==> config.mk <==
export PLATFORM = sky130hd
export DESIGN_NAME = freq_cmd_decoder
export DESIGN_NICKNAME = d
export VERILOG_FILES = /design/src/rtl/freq_cmd_pkg.sv /design/src/rtl/freq_cmd_timeout.sv /design/src/rtl/freq_cmd_decoder.sv
export SDC_FILE = /design/constraint.sdc
export NUM_CORES = 1
export LEC_CHECK = 0
export CAP_MARGIN = 20
export CORE_ASPECT_RATIO = 0.5
export CORE_UTILIZATION = 34
export DETAILED_ROUTE_END_ITERATION = 16
export GPL_ROUTABILITY_DRIVEN = 0
export GPL_TIMING_DRIVEN = 0
export PLACE_DENSITY_LB_ADDON = 0.1
export SLEW_MARGIN = 30
export SYNTH_ARGS = -nofsm -noshare
export SYNTH_HDL_FRONTEND = slang
export SYNTH_SLANG_ARGS = --single-unit
==> constraint.sdc <==
create_clock -name clk -period 2.4 [get_ports clk]
set_clock_uncertainty 0.15 [all_clocks]
set_input_delay 0.24 -clock clk [delete_from_list [all_inputs] [get_ports clk]]
set_output_delay 0.24 -clock clk [all_outputs]
set_load 0.02 [all_outputs]
==> src/rtl/freq_cmd_pkg.sv <==
// Shared constants and FSM encoding for the frequency command decoder.
// The CSUM state exists only when FREQ_CMD_CHECKSUM_EN is defined.
package freq_cmd_pkg;

   localparam logic [7:0] HDR_BYTE = 8'hFF;
   localparam logic [7:0] TRL_BYTE = 8'hFE;

   typedef enum logic [2:0] {
      IDLE = 3'd0,
      CHAN = 3'd1,
      DATA = 3'd2,
`ifdef FREQ_CMD_CHECKSUM_EN
      CSUM = 3'd3,
`endif
      TAIL = 3'd4
   } state_t;

endpackage

==> src/rtl/freq_cmd_timeout.sv <==
// Inter-byte watchdog: counts cycles without a kick while a frame is open and
// flags expiry on the TIMEOUT_CYC-th consecutive quiet cycle.
module freq_cmd_timeout #(
   parameter int TIMEOUT_CYC = 100000
) (
   input  logic clk,
   input  logic rst_n,
   input  logic kick,
   input  logic active,
   output logic expired
);

   localparam int CW = $clog2(TIMEOUT_CYC + 1);
   localparam logic [CW-1:0] LAST = CW'(TIMEOUT_CYC - 1);

   logic [CW-1:0] cnt_q, cnt_d;

   always_comb begin
      expired = active && !kick && (cnt_q == LAST);
      cnt_d   = cnt_q + 1'b1;
      if (kick || !active || expired) begin
         cnt_d = '0;
      end
   end

   always_ff @(posedge clk or negedge rst_n) begin
      if (!rst_n) begin
         cnt_q <= '0;
      end else begin
         cnt_q <= cnt_d;
      end
   end

endmodule

==> src/rtl/freq_cmd_decoder.sv <==
// Byte-stream frame decoder that commits frequency words into per-channel registers.
// Optional trailing XOR checksum byte is enabled with FREQ_CMD_CHECKSUM_EN.
module freq_cmd_decoder
   import freq_cmd_pkg::*;
#(
   parameter int N_CH        = 4,
   parameter int FREQ_W      = 28,
   parameter int TIMEOUT_CYC = 100000
) (
   input  logic                     clk,
   input  logic                     rst_n,
   input  logic [7:0]               data_input,
   input  logic                     rx_valid,
   output logic [N_CH*FREQ_W-1:0]   freq_out,
   output logic                     set_flag,
   output logic [3:0]               set_ch,
   output logic                     frame_err
);

   localparam int NB   = (FREQ_W + 7) / 8;
   localparam int SH_W = NB * 8;
   localparam int FO_W = N_CH * FREQ_W;
   localparam logic [7:0] NCH_B  = 8'(N_CH);
   localparam logic [2:0] LAST_B = 3'(NB - 1);

   state_t            state_q, state_d;
   logic [SH_W-1:0]   shift_q, shift_d;
   logic [2:0]        cnt_q, cnt_d;
   logic [3:0]        ch_q, ch_d;
   logic [FO_W-1:0]   freq_q, freq_d;
   logic [3:0]        set_ch_q, set_ch_d;
   logic              set_flag_q, set_flag_d;
   logic              frame_err_q, frame_err_d;
`ifdef FREQ_CMD_CHECKSUM_EN
   logic [7:0]        csum_q, csum_d;
`endif
   logic              expired;

   freq_cmd_timeout #(
      .TIMEOUT_CYC(TIMEOUT_CYC)
   ) u_timeout (
      .clk    (clk),
      .rst_n  (rst_n),
      .kick   (rx_valid),
      .active (state_q != IDLE),
      .expired(expired)
   );

   always_comb begin
      state_d     = state_q;
      shift_d     = shift_q;
      cnt_d       = cnt_q;
      ch_d        = ch_q;
      freq_d      = freq_q;
      set_ch_d    = set_ch_q;
      set_flag_d  = 1'b0;
      frame_err_d = 1'b0;
`ifdef FREQ_CMD_CHECKSUM_EN
      csum_d      = csum_q;
`endif
      if (expired) begin
         frame_err_d = 1'b1;
         state_d     = IDLE;
      end else if (rx_valid) begin
         case (state_q)
            IDLE: begin
               if (data_input == HDR_BYTE) begin
                  state_d = CHAN;
                  shift_d = '0;
                  cnt_d   = '0;
`ifdef FREQ_CMD_CHECKSUM_EN
                  csum_d  = '0;
`endif
               end
            end
            CHAN: begin
               if (data_input < NCH_B) begin
                  ch_d    = data_input[3:0];
                  state_d = DATA;
`ifdef FREQ_CMD_CHECKSUM_EN
                  csum_d  = data_input;
`endif
               end else begin
                  frame_err_d = 1'b1;
                  state_d     = IDLE;
               end
            end
            DATA: begin
               // Payload is literal: a 0xFF here is data, never a new header.
               shift_d = SH_W'({shift_q, data_input});
               cnt_d   = cnt_q + 3'd1;
`ifdef FREQ_CMD_CHECKSUM_EN
               csum_d  = csum_q ^ data_input;
               if (cnt_q == LAST_B) state_d = CSUM;
`else
               if (cnt_q == LAST_B) state_d = TAIL;
`endif
            end
`ifdef FREQ_CMD_CHECKSUM_EN
            CSUM: begin
               if (data_input == csum_q) begin
                  state_d = TAIL;
               end else begin
                  frame_err_d = 1'b1;
                  state_d     = IDLE;
               end
            end
`endif
            TAIL: begin
               if (data_input == TRL_BYTE) begin
                  for (int k = 0; k < N_CH; k++) begin
                     if (ch_q == 4'(k)) freq_d[k*FREQ_W +: FREQ_W] = shift_q[FREQ_W-1:0];
                  end
                  set_flag_d = 1'b1;
                  set_ch_d   = ch_q;
               end else begin
                  frame_err_d = 1'b1;
               end
               state_d = IDLE;
            end
            default: state_d = IDLE;
         endcase
      end
   end

   always_ff @(posedge clk or negedge rst_n) begin
      if (!rst_n) begin
         state_q     <= IDLE;
         shift_q     <= '0;
         cnt_q       <= '0;
         ch_q        <= '0;
         freq_q      <= '0;
         set_ch_q    <= '0;
         set_flag_q  <= 1'b0;
         frame_err_q <= 1'b0;
`ifdef FREQ_CMD_CHECKSUM_EN
         csum_q      <= '0;
`endif
      end else begin
         state_q     <= state_d;
         shift_q     <= shift_d;
         cnt_q       <= cnt_d;
         ch_q        <= ch_d;
         freq_q      <= freq_d;
         set_ch_q    <= set_ch_d;
         set_flag_q  <= set_flag_d;
         frame_err_q <= frame_err_d;
`ifdef FREQ_CMD_CHECKSUM_EN
         csum_q      <= csum_d;
`endif
      end
   end

   assign freq_out  = freq_q;
   assign set_flag  = set_flag_q;
   assign set_ch    = set_ch_q;
   assign frame_err = frame_err_q;

endmodule

* Yosys cells after proc, flatten, opt, wreduce, memory -nomap -nowiden
Cells that the tools add are included.
** Word-level totals
- Flip-flop bits (word level) :: 173
- Output and inout port bits :: 118
- Input bits :: 11
- Word-level logic and storage cells :: 68
** Operators by class
- Magnitude comparators :: 1
- Bitwise gates (word level) :: 1
- Muxes and demuxes :: 20
- Reduce and logical (&&, ||, !) cells :: 19
- Equal/unequal tests :: 13
- Add/sub/neg operators :: 2
** Operator list (number)
- 28-bit case mux with 2 select lines :: 1
- 28-bit 2-to-1 mux :: 1
- 5-bit AND reduction :: 4
- 17-bit by 1-bit adder with 17-bit output (second input constant) :: 1
- 17-bit == test (second input constant) :: 1
- 17-bit 2-to-1 mux :: 1
- 8-bit == test (second input constant) :: 2
- 3-bit 2-to-1 mux :: 5
- 4-bit AND reduction :: 3
- 3-bit case mux with 3 select lines :: 1
- 4-bit by 2-bit == test with 1-bit output (second input constant) :: 2
- 8-bit by 3-bit < comparator with 1-bit output (second input constant) :: 1
- 1-bit 2-to-1 mux :: 8
- 3-bit by 2-bit == test with 1-bit output (second input constant) :: 2
- 3-bit inequality test (second input constant) :: 2
- 3-bit case mux with 2 select lines :: 1
- 4-bit by 1-bit == test with 1-bit output (second input constant) :: 1
- 4-bit zero test :: 1
- 2-bit nonzero test :: 2
- 3-bit by 1-bit adder with 3-bit output (second input constant) :: 1
- 3-bit by 1-bit == test with 1-bit output (second input constant) :: 1
- 3-bit == test (second input constant) :: 1
- 3-bit zero test :: 1
- 3-bit AND reduction :: 1
- other kinds (8) :: 11

* Depth between registers and ports, before layout
Gate-level depths: netlist of the first run.
- Depth in word-level cells :: 5
- Mapped depth :: 7
- Depth with buffers taken out :: 5

* By module
From an unflattened synthesis of the first run, not the netlist that was laid out.
** Unflattened totals
- Cell total of the unflattened synthesis :: 456
- Area total of the unflattened synthesis :: 7025.5 um2
** Modules (own cells, without submodules)
- freq_cmd_decoder :: cells an instance 368, seq. area each 3903.7 um2, area each 6129.6 um2, times used 1
- freq_cmd_timeout :: cells an instance 88, seq. area each 425.4 um2, area each 895.9 um2, times used 1

* Worst setup path before layout of the first run
No wires, ideal clock.
- Path kind :: reg2reg
- From :: register state_q[0]
- To :: register freq_q[100], in the netlist freq_out[100]
- Required time :: 2.125 ns
- Data arrival time :: 1.771 ns
- Library setup time :: 0.125 ns
- Buffers on the path :: 2
- Path slack :: 0.353 ns
- Cell stages (with the launch flop) :: 8
- Cells stage by stage :: dfrtp_1 > and4bb_1 > nand4_4 > inv_6 > and4_1 > buf_6 > buf_12 > mux2_4
** Between the ends
- Cells in the longest elaborated chain, start to end :: 5
** Ends and longest elaborated chain
- start: declaration :: RTL line freq_cmd_decoder.sv:26 : state_t state_q, state_d;
- start signal: assignment :: RTL line freq_cmd_decoder.sv:140 : state_q <= state_d;
- 3-bit nonzero test :: RTL line freq_cmd_decoder.sv:45 : .active (state_q != IDLE),
- 1-bit logical AND (2 in a row) :: RTL line freq_cmd_timeout.sv:19 : expired = active && !kick && (cnt_q == LAST);
- 1-bit NOT (no source line)
- 5-bit AND reduction (no source line) (*)
- end signal: assignment :: RTL line freq_cmd_decoder.sv:144 : freq_q <= freq_d;
- end: declaration :: RTL line freq_cmd_decoder.sv:30 : logic [FO_W-1:0] freq_q, freq_d;
Every way passes the cells marked *; elsewhere a longest branch is shown, timed or not.
A chain may end at the register's enable or synchronous reset.

* Worst setup path in the final report of the first run
- From :: register state_q[0]
- To :: register freq_q[106], in the netlist freq_out[106]
Same word-level chain as after synthesis.

==> out/qor.txt, run 1 <==
CTS tree -> yes
Antenna Cells -> 0
Drt drc -> 0
Cell Pwr Density -> 628 nW/µm²
Largest family of logic cells by synthesized area -> multiplexers
Netlist Area Pre-Place -> 7070 µm²
DIE WIDTH -> 206 µm
CTS root buf -> clkbuf_16
CTS Sinks -> 173
Synth Area in XOR/XNOR -> 1.61%
Reg2Reg Setup Slack -> 0.11 ns
Gate Count Post-Synth -> 461
Worst r2r dst -> freq_out[106]
Synth unique cells -> 41
Max-slew headroom -> 57.7%
Crit path DAT -> 2.44 ns
Final core utilization -> 46.9%
Final #Nets -> 625
Port buffer count -> 128
Total Power -> 5.87 mW
FF-to-FF Start -> state_q[0]
Mux cell area share after synthesis -> 21.6%
Drt wl/cell -> 18.8 µm
Initial antenna violation count -> 0
# Max-Cap Violations -> 0
Maximum vdd ir drop -> 392 µV
Pleak -> 4.40 nW
Sw Share -> 21.6%
Post-synthesis simple-gate area fraction -> 7.50%
Yosys warning count -> 0
Htree depth -> 4
Worst R2R Path Depth -> 7
Worst Hold Class -> in -> async
Tcrit/Tclk final -> 95.4%
Global-route wire length before repair -> 26.7 mm
Status -> finished, final reports clean
# rows -> 36
Flop pwr share -> 50.3%
DRT Wirelength -> 16.7 mm
P_int -> 4.60 mW
Number of synthesized register bits -> 173
GRT Util Overall -> 16.5%
Post-synthesis compound-gate area fraction -> 4.57%
Final min period -> 2.29 ns
Num CTS Buffers -> 17
Pin count of the biggest net entering global routing -> 78
Hold Vio Cnt, Final -> 0
Setup crit start kind -> flop
Layout area overhead -> 32.2%
Top FF cell, synth -> dfrtp_1
Clk pwr share -> 47.7%
Syn nets -> 475
Crit-path max FO -> 10
Finished layout cell area -> 9350 µm²
Net Sw Power -> 1.27 mW
Critical path type -> reg -> reg
Final setup vio count -> 0
Placed cell areas -> 8740 µm²
RSZ-0062 raised after global routing -> false
Height of the die -> 104 µm
Seq/Total Area, Yosys -> 61.2%
TNS Setup -> 0 ns
Ys async rst share -> 100%
WHS -> 0.0964 ns
Initial core utilization -> 35.5%
Critical Path Max Stage Delay -> 0.44 ns
Clk slew on worst S/H paths -> 0.07 ns
Share of cells above drive strength 1 -> 26.6%
Fmax -> 0.437 GHz
Adder-Cell Fraction of Synth Area -> 0.531%
Gr ovfl total -> 0
Dpl hpwl -> 11.2 mm
Combinational fraction of design power -> 2.0%
Most frequent cells in the layout -> 173 x dfrtp_1, 127 x clkdlybuf4s50_1, 62 x mux2_4
Max Slew Vio Count -> 0
Vias in the first global route -> 4360
Core area -> 19900 µm²
Crit path max-delay cell type -> dfrtp_1
Drt via density -> 4.77
Required @ worst endpoint -> 2.55 ns
Measured slew at the worst slew-check pin -> 0.634 ns
TritonRoute pass-1 iters -> 4
EDFF count, synth -> 0
Vias -> 4243
Number of fill cells -> 1782
Worst Setup End Kind -> flop
Die Footprint -> 21400 µm²
Syn Area/Cell -> 15.3 µm²
I/O pin total -> 129
Final ANT Viol Nets -> 0
Max Buffers Root-to-Sink -> 2
CP Cell Sequence -> and4bb_2 -> nand4_4 -> clkinv_4 -> and4_1 -> buf_8 -> buf_12 -> mux2_4
Commonest non-fill, non-tap cell in the layout -> dfrtp_1
Initial DRC count -> 172
Clk_lat worst skew -> 0.42 ns
-- area by class of cell --
class / instances / area [µm²] / area share (%)
clock inverters: 10 / 143 / 1.53
well taps: 266 / 333 / 3.56
flip-flops and latches: 173 / 4330 / 46.3
repair buffers: 132 / 1360 / 14.5
multi-input cells: 262 / 2530 / 27.1
clock buffers: 21 / 440 / 4.71
inverters: 6 / 27.5 / 0.295
plain buffers: 19 / 181 / 1.94
-- power groups by stage --
stage / Sequential, mW / Clock (mW) / Combinational (mW)
final: 2.95 / 2.80 / 0.119
after global routing: 2.95 / 2.99 / 0.137
after CTS: 2.95 / 2.87 / 0.125
after detailed placement: 3.01 / 0 / 0.124
after global placement: 3.01 / 0 / 0.110
after floorplan: 2.99 / 0 / 0.0216
-- cells by family (layout without fill, tap and decap cells) --
group,after synthesis,count (layout)
AND/OR/NAND/NOR,91,91
multiplexers,115,115
AO/OA/AOI/OAI,40,40
XOR/XNOR,13,13
flip-flops,173,173
adder cells (fa/ha/maj),3,3
buffers and inverters,26,188
-- metal layers --
layer,vias to the layer above,GRT usage (%),wire (µm)
met5,-,0,0
met4,0,4.25,138
met3,13,4.20,632
met2,73,23.4,7250
met1,2192,24.8,8650
li1,1965,-,-
-- Yosys cell counts, drive strengths merged (2+ instances only) --
cell    count  share of area [%]
or4         4               0.53
nor2       18               0.96
buf        12                2.1
ha          3               0.53
nor4        5               0.44
inv         6               0.39
and2        3               0.27
o21ai       4               0.28
nor3        7               0.50
xnor2       9                1.1
and4        3               0.39
o31ai       2               0.21
a22o       30                3.7
clkbuf      8               0.42
nand2      22                1.2
xor2        4               0.50
mux2      115                 22
nand4b      2               0.34
nand4       5               0.65
dfrtp     173                 61
or3         3               0.27
nand3      10               0.88
a21oi       3               0.21
and3        3               0.27
-- flip-flops by register name (all words and copies together) (netlist names) --
register         flops
freq_out           112
set_ch               4
frame_err            1
cnt_q                3
set_flag             1
u_timeout.cnt_q     17
shift_q             28
state_q              3
ch_q                 4
-- what timing repair did --
| item | in CTS | in global routing |
|---|---|---|
| endpoints found under the hold margin | 173 | 0 |
| hold buffers | 1 | 0 |
| setup endpoints to repair | 0 | 41 |
| buffers inserted | 0 | 1 |
| resized for setup | 0 | 3 |
-- metrics by stage --
stage / setup slack (ns) / instances
CTS: 0.0504 / 889
global placement: -6.48 / 855
detailed placement: -0.248 / 857
finish: 0.111 / 889
floorplan: 0.353 / 461
global route: 0.00219 / 889
-- how the worst max path moves through the flow --
stage / start / end / slack (ns) / cells after the start
2_1_floorplan: state_q[0] / freq_out[100] / 0.35 / 7
3_3_place_gp: rst_n / freq_out[21] / -6.48 / 1
3_5_place_dp: data_input[4] / freq_out[27] / -0.25 / 7
4_1_cts: u_timeout.cnt_q[0] / u_timeout.cnt_q[10] / 0.05 / 6
5_1_grt: state_q[0] / freq_out[106] / 0.002 / 7
6_report: state_q[0] / freq_out[106] / 0.11 / 7
-- critical path, delay by kind of cell (launching register included) --
family,cells,cell delay (ns)
simple gates,3,0.77
buf+inv,3,0.50
flops,1,0.44
mux,1,0.31
Note: power is estimated with default switching activity, not from simulation.
==> inputs of run 2 (changes only) <==
Clock period 2.4 ns to 2 ns, I/O delays scaled along.
==> run 2 against run 1 <==
The flow now finishes with violations (setup timing); first-iteration DRC count increased by 41%; sequential cell count unchanged; core utilization grew 1.9 points; worst setup slack got worse by 0.22 ns; fmax is 8.6% higher; sequential share of layout area down 1.8 points; largest cell class unchanged; highest routed layer unchanged.
==> out/qor.txt, run 2 (same netlist as run 1, synthesis figures left out) <==
Most frequent cells in the layout -> 172 x dfrtp_1, 127 x clkdlybuf4s50_1, 63 x mux2_4
Reg2Reg Setup Slack -> -0.11 ns
CTS root buf -> clkbuf_16
Fin cells -> 915
Hold Vio Cnt, Final -> 0
DIE WIDTH -> 206 µm
Worst Setup End Kind -> flop
Num CTS Buffers -> 17
Finished layout cell area -> 9720 µm²
Tcrit/Tclk final -> 105%
Violated checks -> setup timing
Clk slew on worst S/H paths -> 0.07 ns
M2 GR Usage -> 23.7%
Vias in the first global route -> 4530
Vias -> 4351
FF-to-FF Start -> state_q[1]
Gr ovfl total -> 0
Setup crit start kind -> flop
Clk_lat worst skew -> 0.43 ns
GRT Util Overall -> 16.8%
Grt met1 use -> 25.3%
Share of cells above drive strength 1 -> 32.4%
Htree depth -> 4
RSZ-0062 raised after global routing -> true
Max Buffers Root-to-Sink -> 2
Final min period -> 2.11 ns
Height of the die -> 104 µm
Gr busiest metal -> met1
Final ANT Viol Nets -> 0
Pin count of the biggest net entering global routing -> 60
Dpl cells -> 857
CTS Sinks -> 173
Critical path type -> reg -> reg
Fmax -> 0.474 GHz
Crit path max-delay cell type -> or4_4
Die Footprint -> 21400 µm²
Number of fill cells -> 1815
Antenna Cells -> 0
Placed cell areas -> 8740 µm²
TNS Setup -> -2.37 ns
WHS -> 0.130 ns
Cell Pwr Density -> 724 nW/µm²
Worst Hold Class -> in -> async
Commonest non-fill, non-tap cell in the layout -> dfrtp_1
Worst R2R Path Depth -> 3
Port buffer count -> 128
TritonRoute pass-1 iters -> 4
Status -> finished, violations left
# Max-Cap Violations -> 0
Crit path DAT -> 2.26 ns
CTS tree -> yes
Drt via density -> 4.76
Final setup vio count -> 57
DRT Wirelength -> 17.4 mm
Total Power -> 7.03 mW
Drt wl/cell -> 19.0 µm
# rows -> 36
GR Layer Usage met3 -> 4.14%
Max Slew Vio Count -> 0
Setup ws final -> -0.108 ns
Global-route wire length before repair -> 27.2 mm
Dpl hpwl -> 11.3 mm
Layout area overhead -> 37.5%
Core area -> 19900 µm²
I/O pin total -> 129
Worst r2r dst -> ch_q[1]
Initial DRC count -> 243
Initial antenna violation count -> 0
Final #Nets -> 650
Maximum vdd ir drop -> 413 µV
Initial core utilization -> 35.5%
Critical Path Max Stage Delay -> 0.56 ns
Pleak -> 4.64 nW
Drt drc -> 0
Max FFs per register -> 112
Max-slew headroom -> 68.9%
CP Cell Sequence -> or4bb_4 -> or4_4 -> mux2_4
Measured slew at the worst slew-check pin -> 0.466 ns
Crit-path max FO -> 5
Required @ worst endpoint -> 2.16 ns
run 2: how the worst max path moves through the flow:
stage | start | slack, ns | cells past startpoint | endpoint
2_1_floorplan | state_q[1] | -0.02 | 7 | freq_out[100]
3_3_place_gp | rst_n | -6.90 | 1 | freq_out[105]
3_5_place_dp | data_input[4] | -0.58 | 7 | freq_out[27]
4_1_cts | state_q[1] | -0.10 | 7 | freq_out[106]
5_1_grt | state_q[1] | -0.16 | 7 | freq_out[106]
6_report | state_q[1] | -0.11 | 3 | ch_q[1]
run 2: repair_timing:
item | in CTS | in global routing
gates resized for setup | 15 | 28
pin swaps | 2 | 4
setup endpoints to repair | 111 | 157
hold endpoints to repair | 80 | 0
hold buffers | 1 | 0
setup buffers | 16 | 5
gates cloned | 0 | 4
run 2: metrics by stage:
step                      setup WS (ns)  utilization (%)
after CTS                        -0.104             47.8
final                            -0.108             48.8
after global placement            -6.90             43.6
after detailed placement         -0.578             43.9
after floorplan                 -0.0217                -
after global routing             -0.163             48.8
run 2: critical path: cells and delay by family, from the launching register on:
kind,cells,cell delay [ns]
simple gates,2,1.11
flops,1,0.41
mux,1,0.32
run 2: layer usage:
layer / wire length [µm] / vias up
met3: 707 / 13
met1: 8880 / 2246
met2: 7630 / 70
met5: 0 / -
li1: - / 2022
met4: 146 / 0
run 2: report_power, final:
part           leakage [nW]  internal [mW]  total (mW)  switching, mW
logic                  1.94         0.0495       0.144         0.0940
clock network         0.291           1.85        3.35           1.50
registers              2.41           3.51        3.54         0.0283
total                  4.64           5.41        7.03           1.62
run 2: cell type report:
type | instances | area [µm²] | area share [%]
Sequential cell | 173 | 4330 | 44.6
Inverter | 6 | 27.5 | 0.283
Multi-Input combinational cell | 262 | 2550 | 26.3
Clock buffer | 20 | 467 | 4.80
Clock inverter | 12 | 124 | 1.27
Timing Repair Buffer | 156 | 1640 | 16.9
Buffer | 20 | 244 | 2.51
Tap cell | 266 | 333 | 3.42
==> inputs of run 3 (changes only) <==
Settings changed: GPL_TIMING_DRIVEN 0 to 1.
==> run 3 against run 2 <==
The flow now finishes without violations; global-route usage is 0.18 points lower; core utilization is 0.28 points lower; non-clock buffer count is 1 lower; register-to-register slack better by 0.12 ns; routed wire length is 2.0% lower; sequential share of layout area is 0.24 points higher; power is 0.82% higher; combinational power is 14% higher; clock power is 1% higher; design area is 0.57% lower; critical path depth stayed put; sequential cell count stayed put.
==> out/qor.txt, run 3 (same netlist as run 1, synthesis figures left out) <==
Share of cells above drive strength 1 -> 31.6%
Htree depth -> 4
Final #Nets -> 649
Antenna Cells -> 0
CTS tree -> yes
Vias in the first global route -> 4502
DRT Wirelength -> 17.0 mm
Max-slew headroom -> 71.8%
Worst R2R Path Depth -> 3
Final setup vio count -> 0
Max FFs per register -> 112
Global-route wire length before repair -> 27.0 mm
Measured slew at the worst slew-check pin -> 0.422 ns
Multi-input logic area -> 2570 µm²
Max Slew Vio Count -> 0
Number of fill cells -> 1778
Height of the die -> 104 µm
Commonest non-fill, non-tap cell in the layout -> dfrtp_1
FF-to-FF Start -> state_q[2]
Drt wl/cell -> 18.7 µm
Net Sw Power -> 1.56 mW
Cell Pwr Density -> 734 nW/µm²
Gr ovfl total -> 0
Final min period -> 1.99 ns
Drt drc -> 0
Worst Hold Class -> in -> async
Initial antenna violation count -> 0
I/O pin total -> 129
Clk pwr share -> 47.8%
Worst path bufs/invs -> 0
Flop pwr share -> 49.9%
CTS root buf -> clkbuf_16
Drt via density -> 4.72
Critical Path Max Stage Delay -> 0.51 ns
WHS -> 0.103 ns
RSZ-0062 raised after global routing -> true
Initial DRC count -> 140
Layout area overhead -> 36.7%
Required @ worst endpoint -> 2.15 ns
# rows -> 36
Maximum vdd ir drop -> 572 µV
Port buffer count -> 128
Setup crit start kind -> flop
Pin count of the biggest net entering global routing -> 44
Dpl cells -> 879
Crit path DAT -> 2.14 ns
Worst Setup End Kind -> flop
Fin cells -> 912
Final core utilization -> 48.5%
CP top delay family -> simple AND/OR/NAND/NOR gates
Vias -> 4304
P_int -> 5.53 mW
Worst r2r dst -> ch_q[0]
Combinational fraction of design power -> 2.3%
Die Footprint -> 21400 µm²
Hold Vio Cnt, Final -> 0
Num CTS Buffers -> 17
Clk_lat worst skew -> 0.42 ns
Tcrit/Tclk final -> 99.6%
Most frequent cells in the layout -> 173 x dfrtp_1, 127 x clkdlybuf4s50_1, 66 x mux2_4
Final ANT Viol Nets -> 0
CP Cell Sequence -> or4bb_1 -> or4_4 -> mux2_4
Critical path type -> reg -> reg
Fmax -> 0.502 GHz
TNS Setup -> 0 ns
Sw Share -> 22.0%
# Max-Cap Violations -> 0
Crit path max-delay cell type -> or4bb_1
Status -> finished, final reports clean
Core area -> 19900 µm²
Initial core utilization -> 35.5%
CTS Sinks -> 173
Dpl hpwl -> 11.7 mm
DIE WIDTH -> 206 µm
GRT Util Overall -> 16.6%
TritonRoute pass-1 iters -> 4
Pleak -> 4.60 nW
Max Buffers Root-to-Sink -> 2
Clk slew on worst S/H paths -> 0.07 ns
Reg2Reg Setup Slack -> 0.008 ns
Total Power -> 7.09 mW
Crit-path max FO -> 5
Sequential Area -> 4330 µm²
[run 3: cell count changes in the layout (fill, tap and decap cells not counted), sizes merged]
cell,before,now
clkbuf,31,21
inv,12,7
bufinv,1,2
buf,37,46
clkinv,4,6
[run 3: how the worst max path moves through the flow]
stage                        startpoint             to  cells past startpoint
after CTS                    state_q[1]   freq_out[90]                      6
after detailed placement  data_input[5]        ch_q[1]                      4
after floorplan              state_q[1]  freq_out[100]                      7
final                        state_q[2]        ch_q[0]                      3
after global placement    data_input[5]        ch_q[0]                      4
after global routing         state_q[1]   freq_out[65]                      7
[run 3: layout make-up]
class                           instances  area share (%)
Sequential cell                       173            44.8
Multi-Input combinational cell        262            26.6
Timing Repair Buffer                  175            18.6
Clock buffer                           20            4.83
Tap cell                              266            3.44
Clock inverter                         10            1.39
Inverter                                6           0.285
[run 3: power by group through the flow]
| stage | sequential (mW) | combinational, mW | clock, mW |
|---|---|---|---|
| after CTS | 3.54 | 0.172 | 3.48 |
| after detailed placement | 3.60 | 0.170 | 0 |
| final | 3.54 | 0.164 | 3.39 |
| after floorplan | 3.59 | 0.0259 | 0 |
| after global placement | 3.61 | 0.170 | 0 |
| after global routing | 3.54 | 0.187 | 3.63 |
[run 3: routing by layer]
metal / routed length (µm) / vias up / track usage (%)
met5: 0 / - / 0
li1: - / 2024 / -
met3: 635 / 11 / 4.10
met2: 7140 / 62 / 23.0
met1: 9150 / 2207 / 25.8
met4: 100 / 0 / 3.62
[run 3: what timing repair did]
action | CTS | global route
pin swaps | 0 | 0
hold buffers | 1 | 0
buffers inserted | 0 | 1
gates resized for setup | 4 | 7
hold endpoints to repair | 173 | 0
gates cloned | 0 | 1
endpoints found under the setup margin | 41 | 66
[run 3: metrics by stage]
step | setup slack (ns) | area [µm²]
4_1_cts | 0.00197 | 9610
6_report | 0.00824 | 9660
3_5_place_dp | -0.409 | 8990
2_1_floorplan | -0.0217 | 7070
5_1_grt | -0.0408 | 9660
3_3_place_gp | -0.386 | 8990
